--- src/rtl/ser_word_asm.sv ---
// ser_word_asm: packs a qualified serial bit stream into WIDTH-bit words and
// presents each word through a one-entry holding register with valid/ready.
//
// Ports:
//   i_clk          rising-edge clock
//   i_reset        synchronous active-high reset
//   i_si           serial data bit
//   i_si_valid     i_si is meaningful this cycle
//   i_msb_first    bit order, sampled with the first bit of each word
//   o_word         holding-register contents
//   o_word_valid   holding register occupied
//   i_word_ready   consumer accepts o_word this cycle
//   o_bitcnt       bits accumulated in the shift register (0..WIDTH)
//   o_busy         o_bitcnt != 0
//   o_overrun      sticky flag: a valid bit was dropped
//   i_clr_ovr      synchronous clear of o_overrun (a new drop wins)
module ser_word_asm #(
  parameter int unsigned WIDTH = 32,
  parameter int unsigned CW    = $clog2(WIDTH + 1)
) (
  input  logic             i_clk,
  input  logic             i_reset,
  input  logic             i_si,
  input  logic             i_si_valid,
  input  logic             i_msb_first,
  output logic [WIDTH-1:0] o_word,
  output logic             o_word_valid,
  input  logic             i_word_ready,
  output logic [CW-1:0]    o_bitcnt,
  output logic             o_busy,
  output logic             o_overrun,
  input  logic             i_clr_ovr
);

  // State is fully implied by the bit counter; decoded here for readability.
  typedef enum logic [1:0] {
    StIdle,
    StShift,
    StFull
  } state_e;

  logic [WIDTH-1:0] r_sr;
  logic [CW-1:0]    r_bitcnt;
  logic             r_ord;
  logic [WIDTH-1:0] r_word;
  logic             r_word_valid;
  logic             r_overrun;

  logic [WIDTH-1:0] w_sr_nxt;
  logic [CW-1:0]    w_bitcnt_nxt;
  logic             w_ord_nxt;
  logic [WIDTH-1:0] w_word_nxt;
  logic             w_word_valid_nxt;
  logic             w_overrun_nxt;

  state_e           w_state;
  logic             w_ord_eff;
  logic [WIDTH-1:0] w_shifted;
  logic [WIDTH-1:0] w_single;
  logic             w_handshake;
  logic             w_free;
  logic             w_load;
  logic             w_drop;

  always_comb begin
    if (r_bitcnt == '0) begin
      w_state = StIdle;
    end else if (r_bitcnt == CW'(WIDTH)) begin
      w_state = StFull;
    end else begin
      w_state = StShift;
    end
  end

  // The order bit only follows i_msb_first on the first bit of a word.
  assign w_ord_eff   = (w_state == StIdle) ? i_msb_first : r_ord;
  assign w_shifted   = w_ord_eff ? {r_sr[WIDTH-2:0], i_si} : {i_si, r_sr[WIDTH-1:1]};
  // First bit of a new word when the shift register was reloaded from FULL.
  assign w_single    = i_msb_first ? {{(WIDTH-1){1'b0}}, i_si} : {i_si, {(WIDTH-1){1'b0}}};
  assign w_handshake = r_word_valid & i_word_ready;
  assign w_free      = ~r_word_valid | i_word_ready;

  always_comb begin
    w_sr_nxt         = r_sr;
    w_bitcnt_nxt     = r_bitcnt;
    w_ord_nxt        = r_ord;
    w_word_nxt       = r_word;
    w_word_valid_nxt = r_word_valid;
    w_overrun_nxt    = r_overrun;
    w_load           = 1'b0;
    w_drop           = 1'b0;

    unique case (w_state)
      StIdle, StShift: begin
        if (i_si_valid) begin
          w_ord_nxt = w_ord_eff;
          w_sr_nxt  = w_shifted;
          if (r_bitcnt == CW'(WIDTH - 1)) begin
            if (w_free) begin
              w_word_nxt   = w_shifted;
              w_load       = 1'b1;
              w_bitcnt_nxt = '0;
            end else begin
              w_bitcnt_nxt = CW'(WIDTH);
            end
          end else begin
            w_bitcnt_nxt = r_bitcnt + CW'(1);
          end
        end
      end
      StFull: begin
        if (w_handshake) begin
          w_word_nxt   = r_sr;
          w_load       = 1'b1;
          w_bitcnt_nxt = '0;
          if (i_si_valid) begin
            w_ord_nxt    = i_msb_first;
            w_sr_nxt     = w_single;
            w_bitcnt_nxt = CW'(1);
          end
        end else if (i_si_valid) begin
          w_drop = 1'b1;
        end
      end
      default: ;
    endcase

    // A word moving into the holding register keeps it occupied.
    if (w_load) begin
      w_word_valid_nxt = 1'b1;
    end else if (w_handshake) begin
      w_word_valid_nxt = 1'b0;
    end

    if (w_drop) begin
      w_overrun_nxt = 1'b1;
    end else if (i_clr_ovr) begin
      w_overrun_nxt = 1'b0;
    end
  end

  always_ff @(posedge i_clk) begin
    if (i_reset) begin
      r_sr         <= '0;
      r_bitcnt     <= '0;
      r_ord        <= 1'b1;
      r_word       <= '0;
      r_word_valid <= 1'b0;
      r_overrun    <= 1'b0;
    end else begin
      r_sr         <= w_sr_nxt;
      r_bitcnt     <= w_bitcnt_nxt;
      r_ord        <= w_ord_nxt;
      r_word       <= w_word_nxt;
      r_word_valid <= w_word_valid_nxt;
      r_overrun    <= w_overrun_nxt;
    end
  end

  assign o_word       = r_word;
  assign o_word_valid = r_word_valid;
  assign o_bitcnt     = r_bitcnt;
  assign o_busy       = (r_bitcnt != '0);
  assign o_overrun    = r_overrun;

endmodule

--- config.mk ---
export PLATFORM = sky130hd
export DESIGN_NAME = ser_word_asm
export DESIGN_NICKNAME = d
export VERILOG_FILES = /design/src/rtl/ser_word_asm.sv
export SDC_FILE = /design/constraint.sdc
export NUM_CORES = 1
export LEC_CHECK = 0
export ABC_AREA = 1
export CAP_MARGIN = 10
export CORE_MARGIN = 1
export CORE_UTILIZATION = 49
export CTS_CLUSTER_SIZE = 40
export DETAILED_ROUTE_END_ITERATION = 8
export GPL_ROUTABILITY_DRIVEN = 0
export PLACE_DENSITY = 0.79
export SLEW_MARGIN = 20
export SYNTH_ARGS = -nofsm -noshare
export SYNTH_HDL_FRONTEND = slang
export SYNTH_SLANG_ARGS = --single-unit
--- constraint.sdc ---
create_clock -name i_clk -period 1.5 [get_ports i_clk]
set_input_delay 0.15 -clock i_clk [delete_from_list [all_inputs] [get_ports i_clk]]
set_output_delay 0.15 -clock i_clk [all_outputs]
set_load 0.05 [all_outputs]
==> results.txt, run 1 <==
----------------------------------------------------
[Worst setup path]
  End of the worst register-to-register path ... o_word[22]
  Critical setup path kind ... reg -> reg
  Worst Setup Start Kind ... register
  Crit-path max FO ... 7
  Worst reg-to-reg path cell count ... 9
  Kind of end point of the critical path ... register
  Required @ worst endpoint ... 1.77 ns
  Critical path arrival ... around 1.9 ns
  Worst reg-to-reg setup slack ... -0.14 ns
  Worst reg2reg path startpoint ... o_bitcnt[0]

[Placement]
  Port Buffer Count ... 47
  DP Wirelength ... 5410 µm
  Pre-CTS setup slack ... -0.200 ns
  Area after detailed placement ... 4240 µm²

[Min path]
  Hold Path Class ... in -> reg
  Hold Path Stages ... 4
  Hold path start ... i_clr_ovr
  Endpoint of the worst hold path ... o_overrun

[STA]
  Transition time at the pin with the least slew margin ... about 0.4 ns
  Final number of hold-violating endpoints ... 0
  RSZ-0062 raised after global routing ... yes
  Final max-slew violation count ... 0
  Final Critical Period ... ~1.6 ns
  Highest clock rate ... 609 MHz
  Total setup violations reported at the end of the flow ... 66
  Period utilization ... 110%
  Worst clock skew on the final layout ... 0.0162 ns
  Relative slew margins ... about 73%
  Post-route setup slack ... -0.143 ns

[Outcome]
  Violated checks ... setup timing
  Result of the run ... finished, violations left

[Logic synthesis]
  Post-synthesis sequential element count ... 73
  Area fraction of the dominant cell type after synthesis ... 41.0%
  Number of warning messages in the yosys log ... 0
  Top cells by area in the synthesized netlist ... dfxtp_1, nand3_1, a21oi_1, o21ai_1, nor2_1
  Post-synth cell types ... 24
  Mapped Avg Cell Area ... between 6 and 7 µm²
  Post-synth design cell area ... 3570 µm²
  Post-Syn Nets ... around 520
  Sequential element share of the synthesized area ... between 40% and 50%
  Number of instances in the synthesized netlist ... ~500
  Dominant cell type by area after synthesis ... dfxtp_1

[Global routing]
  Total overflow reported by the global router ... 0
  Global-route met2 utilization ... roughly two fifths
  Via count of the first global-routing pass ... 3,382
  Antenna violations before repair ... 0
  Wire length of the first global-routing pass ... 15,700 µm
  Maximum number of pins on one net before global-route repair ... 67
  Met3 usage ... ~4.0%
  GRT Total Usage ... approximately a quarter
  Gr busiest metal ... met2
  Met1 layer usage reported by global route ... 36.0%

[Routing]
  Routed vias ... 4,225
  Number of DRC violations after detailed routing ... 0
  Aggregate routed wire length ... 13,300 µm
  Iter 0 DRT Violations ... between 400 and 500
  Number of nets with antenna violations after detailed routing ... 0
  Routed via count divided by cell count ... 6.16
  Avg WL per Cell ... ~19 µm
  Total iterations of the first detailed-routing run ... 6

[Die]
  Die Span Y ... roughly 87 µm
  Boundary Pins ... 48
  Number of rows in the core area ... 30
  Die outline area ... 7620 µm²
  Initial core utilization ... 51.6%
  Core Footprint ... 6910 µm²
  DIE WIDTH ... ~87 µm

[Clock tree]
  Clk sinks ... between 70 and 80
  CTS Root Buffer Type ... clkbuf_8
  Clock transition at path regs ... roughly 0.080 ns
  Number of H-tree levels ... 3
  Clock insertion delay at the later pin of the skew report ... 0.36 ns
  Maximum count of clock buffers along a single path ... 2
  Clock tree from TritonCTS ... built
  Number of buffers added by the clock tree synthesis step ... 9

[Power and ir drop]
  Pwr per Cell Area ... 881 nW/µm²
  Static Leakage ... 2.40 nW
  Highest ir drop seen on vdd ... 0.000565 V
  Overall power of the completed layout ... between 0.004 and 0.005 W

[Cells and area]
  Most frequent standard cell in the layout excluding fill and tap cells ... dfxtp_1
  Number of diodes ... 0
  Signed area change from the synthesized netlist to the final layout ... 51.8%
  Core Util, Final ... between 70% and 80%
  Share of cells above drive strength 1 ... 43.2%
  Top library cells by usage in the layout, fill and taps aside ... dfxtp_1, nor2_1, buf_4, nand3_1, a21oi_1
  Cell area after layout ... around 5400 µm²
  Layout Nets ... 594

[Job]
  Max-capacitance violation count ... 0

----------------------------------------------------
-- layer usage --
layer	up-vias	part of all wire [%]
li1	1852	-
met1	1995	39
met2	293	46
met3	85	9.1
met4	0	5.1
met5	-	0
-- sequential cells by signal (all words and copies together) (netlist names), named ones only --
signal        cells
o_word_valid      1
r_sr             32
o_bitcnt          6
o_word           32
o_overrun         1
-- worst max path at each step --
stage / from / end / slack (ns) / cells past startpoint
after global placement: i_word_ready / o_word[6] / -0.15 / 8
after floorplan: o_bitcnt[0] / register / -0.01 / 11
after global routing: o_bitcnt[0] / o_word[22] / -0.20 / 9
after CTS: o_bitcnt[0] / o_busy / -0.06 / 6
after detailed placement: i_word_ready / o_word[13] / -0.20 / 8
final: o_bitcnt[0] / o_word[22] / -0.14 / 9
-- area by class of cell --
cell class	count	area, µm²
sequential	73	1480
clock buffer	10	138
fill	434	1490
tap	96	120
timing repair inverter	1	8.76
clock inverter	6	42.5
inverter	47	196
timing repair buffer	94	1100
multi-input combinational	359	2330
-- report_power, final --
| part | switching, W | internal (W) | total [W] | leakage, nW |
|---|---|---|---|---|
| clock network | 0.000808 | 0.000648 | 0.00146 | 0.0887 |
| registers | 0.0000731 | 0.00202 | 0.00209 | 0.601 |
| logic | 0.000741 | 0.000477 | 0.00122 | 1.71 |
-- what timing repair did --
item | 4_1_cts | 5_1_grt
hold buffers | 0 | 0
setup endpoints to repair | 66 | 73
gates cloned | 3 | 10
gates resized for setup | 31 | 136
pin swaps | 3 | 14
buffers inserted | 5 | 4
-- logic make-up after synthesis --
| family | after synthesis | synth area share (%) |
|---|---|---|
| AND/OR/NAND/NOR | 216 | 27.6 |
| AO/OA/AOI/OAI | 138 | 19.4 |
| adder cells (fa/ha/maj) | 2 | 0.701 |
| flip-flops | 73 | 41.0 |
| buffers and inverters | 84 | 10.8 |
| XOR/XNOR | 2 | 0.491 |
-- stage by stage --
step	hold slack, ns	TNS [ns]	std cells
2_1_floorplan	0.304	-0.238	515
3_3_place_gp	0.454	-5.20	648
3_5_place_dp	0.456	-6.89	648
4_1_cts	0.418	-0.532	672
5_1_grt	0.444	-6.63	686
6_report	0.422	-3.99	686
-- synth_stat cells --
| cell | n |
|---|---|
| nand4_1 | 3 |
| nand2_2 | 2 |
| buf_6 | 4 |
| dfxtp_1 | 73 |
| xor2_1 | 2 |
| ha_1 | 2 |
| buf_1 | 2 |
| nor2_4 | 1 |
| nor3_1 | 1 |
| nand3_4 | 1 |
| nand2_1 | 48 |
| buf_4 | 7 |
| nand3_1 | 80 |
| nand2_4 | 4 |
| clkbuf_1 | 12 |
| nor2_2 | 1 |
| inv_1 | 43 |
| nand3b_1 | 2 |
| o21ai_1 | 57 |
| nor2_1 | 73 |
| a21oi_1 | 72 |
| o21ai_0 | 9 |
| buf_2 | 12 |
| inv_2 | 4 |
-- worst max-delay path, cell delays in order (launching register included) --
cell,delay (ns)
dfxtp_4,0.40
ha_4,0.16
nand3_4,0.08
inv_2,0.07
nand4_1,0.13
nand2_4,0.13
buf_12,0.15
buf_12,0.14
o21ai_1,0.09
a21oi_1,0.20
No activity file was read; power rests on OpenSTA's default activity.
==> run 2, diff against run 1 <==
--- a/config.mk
+++ b/config.mk
@@ -12,7 +12,8 @@
 export CTS_CLUSTER_SIZE = 40
 export DETAILED_ROUTE_END_ITERATION = 8
 export GPL_ROUTABILITY_DRIVEN = 0
-export PLACE_DENSITY = 0.79
+export GPL_TIMING_DRIVEN = 1
+export PLACE_DENSITY = 0.75
 export SLEW_MARGIN = 20
 export SYNTH_ARGS = -nofsm -noshare
 export SYNTH_HDL_FRONTEND = slang
==> results.txt, run 2 (synthesis results as in run 1) <==
----------------------------------------------------
[STA]
  Total setup violations reported at the end of the flow ... 65
  Final Critical Period ... approximately 1.6 ns
  RSZ-0062 raised after global routing ... yes
  Post-route setup slack ... -0.123 ns
  Period utilization ... 108%
  Final max-slew violation count ... 0
  Worst clock skew on the final layout ... between 0.008 and 0.009 ns
  Relative slew margins ... between 70% and 80%
  Transition time at the pin with the least slew margin ... ~0.34 ns
  Final number of hold-violating endpoints ... 0
  Highest clock rate ... 616 MHz

[Worst setup path]
  Critical path arrival ... about 1.9 ns
  Required @ worst endpoint ... roughly 1.8 ns
  Worst Setup Start Kind ... register
  Critical setup path kind ... reg -> reg
  Dominant cell type by count on the critical path ... nand3_1
  Crit-path max FO ... 12
  Critical path's slowest cell ... dfxtp_4
  Kind of end point of the critical path ... register
  Longest individual stage delay on the worst path ... between 0.3 and 0.4 ns
  Worst reg-to-reg path cell count ... 9
  Cells traversed along the worst timing path ... inv_4 -> ha_4 -> nand4_1 -> buf_6 -> buf_8 -> buf_12 -> nand3_1 -> nand3_1 -> a21oi_1

[Clock tree]
  CTS Root Buffer Type ... clkbuf_8
  Number of buffers added by the clock tree synthesis step ... 9
  Clock insertion delay at the later pin of the skew report ... between 0.3 and 0.4 ns
  Number of H-tree levels ... 3
  Clk sinks ... between 70 and 80
  Clock tree from TritonCTS ... built
  Maximum count of clock buffers along a single path ... 2
  Total of hold buffers inserted after clock tree synthesis ... 0
  Clock transition at path regs ... approximately 0.08 ns

[Routing]
  Avg WL per Cell ... ~18 µm
  Number of DRC violations after detailed routing ... 0
  Total iterations of the first detailed-routing run ... 6
  Number of nets with antenna violations after detailed routing ... 0
  Iter 0 DRT Violations ... ~330
  Aggregate routed wire length ... between 10,000 and 15,000 µm
  Routed via count divided by cell count ... approximately 6
  Routed vias ... roughly 4,100

[Power and ir drop]
  Static Leakage ... 2.44 nW
  Pwr per Cell Area ... 937 nW/µm²
  Highest ir drop seen on vdd ... approximately 0.00070 V

[Cells and area]
  Most frequent standard cell in the layout excluding fill and tap cells ... dfxtp_1
  Top library cells by usage in the layout, fill and taps aside ... dfxtp_1, buf_4, nor2_1, a21oi_2, inv_1
  Share of cells above drive strength 1 ... between 40% and 50%
  Count of placed standard cells in the final layout, fillers left out ... just under 700
  Core Util, Final ... around four fifths
  Signed area change from the synthesized netlist to the final layout ... 56.7%
  Layout Nets ... between 500 and 600
  Fillers ... between 400 and 500
  Number of diodes ... 0

[Outcome]
  Violated checks ... setup timing
  Result of the run ... finished, violations left

[Job]
  Max-capacitance violation count ... 0

[Global routing]
  Antenna violations before repair ... 0
  Via count of the first global-routing pass ... roughly 3,400
  Wire length of the first global-routing pass ... ~16,000 µm
  Maximum number of pins on one net before global-route repair ... 67
  GRT Total Usage ... around 27%
  Total overflow reported by the global router ... 0

[Min path]
  Hold Path Stages ... 4
  Hold Path Class ... in -> reg

[Die]
  Die Span Y ... between 80 and 90 µm
  Number of rows in the core area ... 30
  DIE WIDTH ... 87.3 µm
  Core Footprint ... around 6900 µm²
  Boundary Pins ... 48
  Die outline area ... 7620 µm²
  Initial core utilization ... 51.6%

[Placement]
  Number of placed instances, taps included ... around 660
  Port Buffer Count ... 47
  DP Wirelength ... around 5900 µm

----------------------------------------------------
## run 2: metrics by stage
step	setup TNS (ns)	power, W	setup WS, ns	hold slack [ns]	area, µm²
finish	-3.43	0.00524	-0.123	0.423	5590
global route	-7.23	0.00544	-0.193	0.439	5590
CTS	-1.51	0.00476	-0.0537	0.428	4850
detailed placement	-7.72	0.00295	-0.176	0.457	4340
global placement	-8.03	0.00293	-0.150	0.450	4340
floorplan	-0.238	0.00269	-0.0144	0.304	3650
## run 2: layout make-up
| cell class | count | area (µm²) | area share (%) |
|---|---|---|---|
| inverters | 47 | 186 | 3.34 |
| well taps | 96 | 120 | 2.15 |
| repair buffers | 95 | 1000 | 18.0 |
| multi-input cells | 358 | 2580 | 46.2 |
| clock inverters | 4 | 76.3 | 1.37 |
| clock buffers | 12 | 145 | 2.60 |
| flip-flops and latches | 73 | 1480 | 26.4 |
## run 2: metal layers
layer  up-vias  share of wire, %  global-route usage (%)
li1       1857                 -                       -
met1      1963                41                    35.1
met2       205                49                    44.2
met3        47               6.2                    4.36
met4         0               3.9                    10.6
met5         -                 0                       0
## run 2: timing repair
action / in CTS / in global routing
buffers inserted: 4 / 3
pin swaps: 16 / 38
gates resized for setup: 43 / 171
cloned: 2 / 3
endpoints found under the setup margin: 64 / 71
## run 2: final timing paths
| path | start | end | slack, ns |
|---|---|---|---|
| setup reg to reg | o_bitcnt[0] | r_sr[16] | -0.12 |
| setup / recovery | o_bitcnt[0] | r_sr[16] | -0.12 |
| hold reg to reg | o_overrun | o_overrun | 0.47 |
| hold / removal | i_clr_ovr | o_overrun | 0.42 |
## run 2: worst max-delay path: cells and delay by family (launching register included)
kind | cells | cell delay [ns]
adders and majority gates | 1 | 0.14
AOI/OAI and AO/OA | 1 | 0.15
buffers and inverters | 4 | 0.53
DFF | 1 | 0.38
and+or+nand+nor | 3 | 0.35
## run 2: power by group
| group | total, W | switching [W] | internal, W |
|---|---|---|---|
| sequential | 0.00210 | 0.0000724 | 0.00202 |
| combinational | 0.00137 | 0.000833 | 0.000536 |
| clock | 0.00177 | 0.000784 | 0.000988 |
| total | 0.00524 | 0.00169 | 0.00355 |
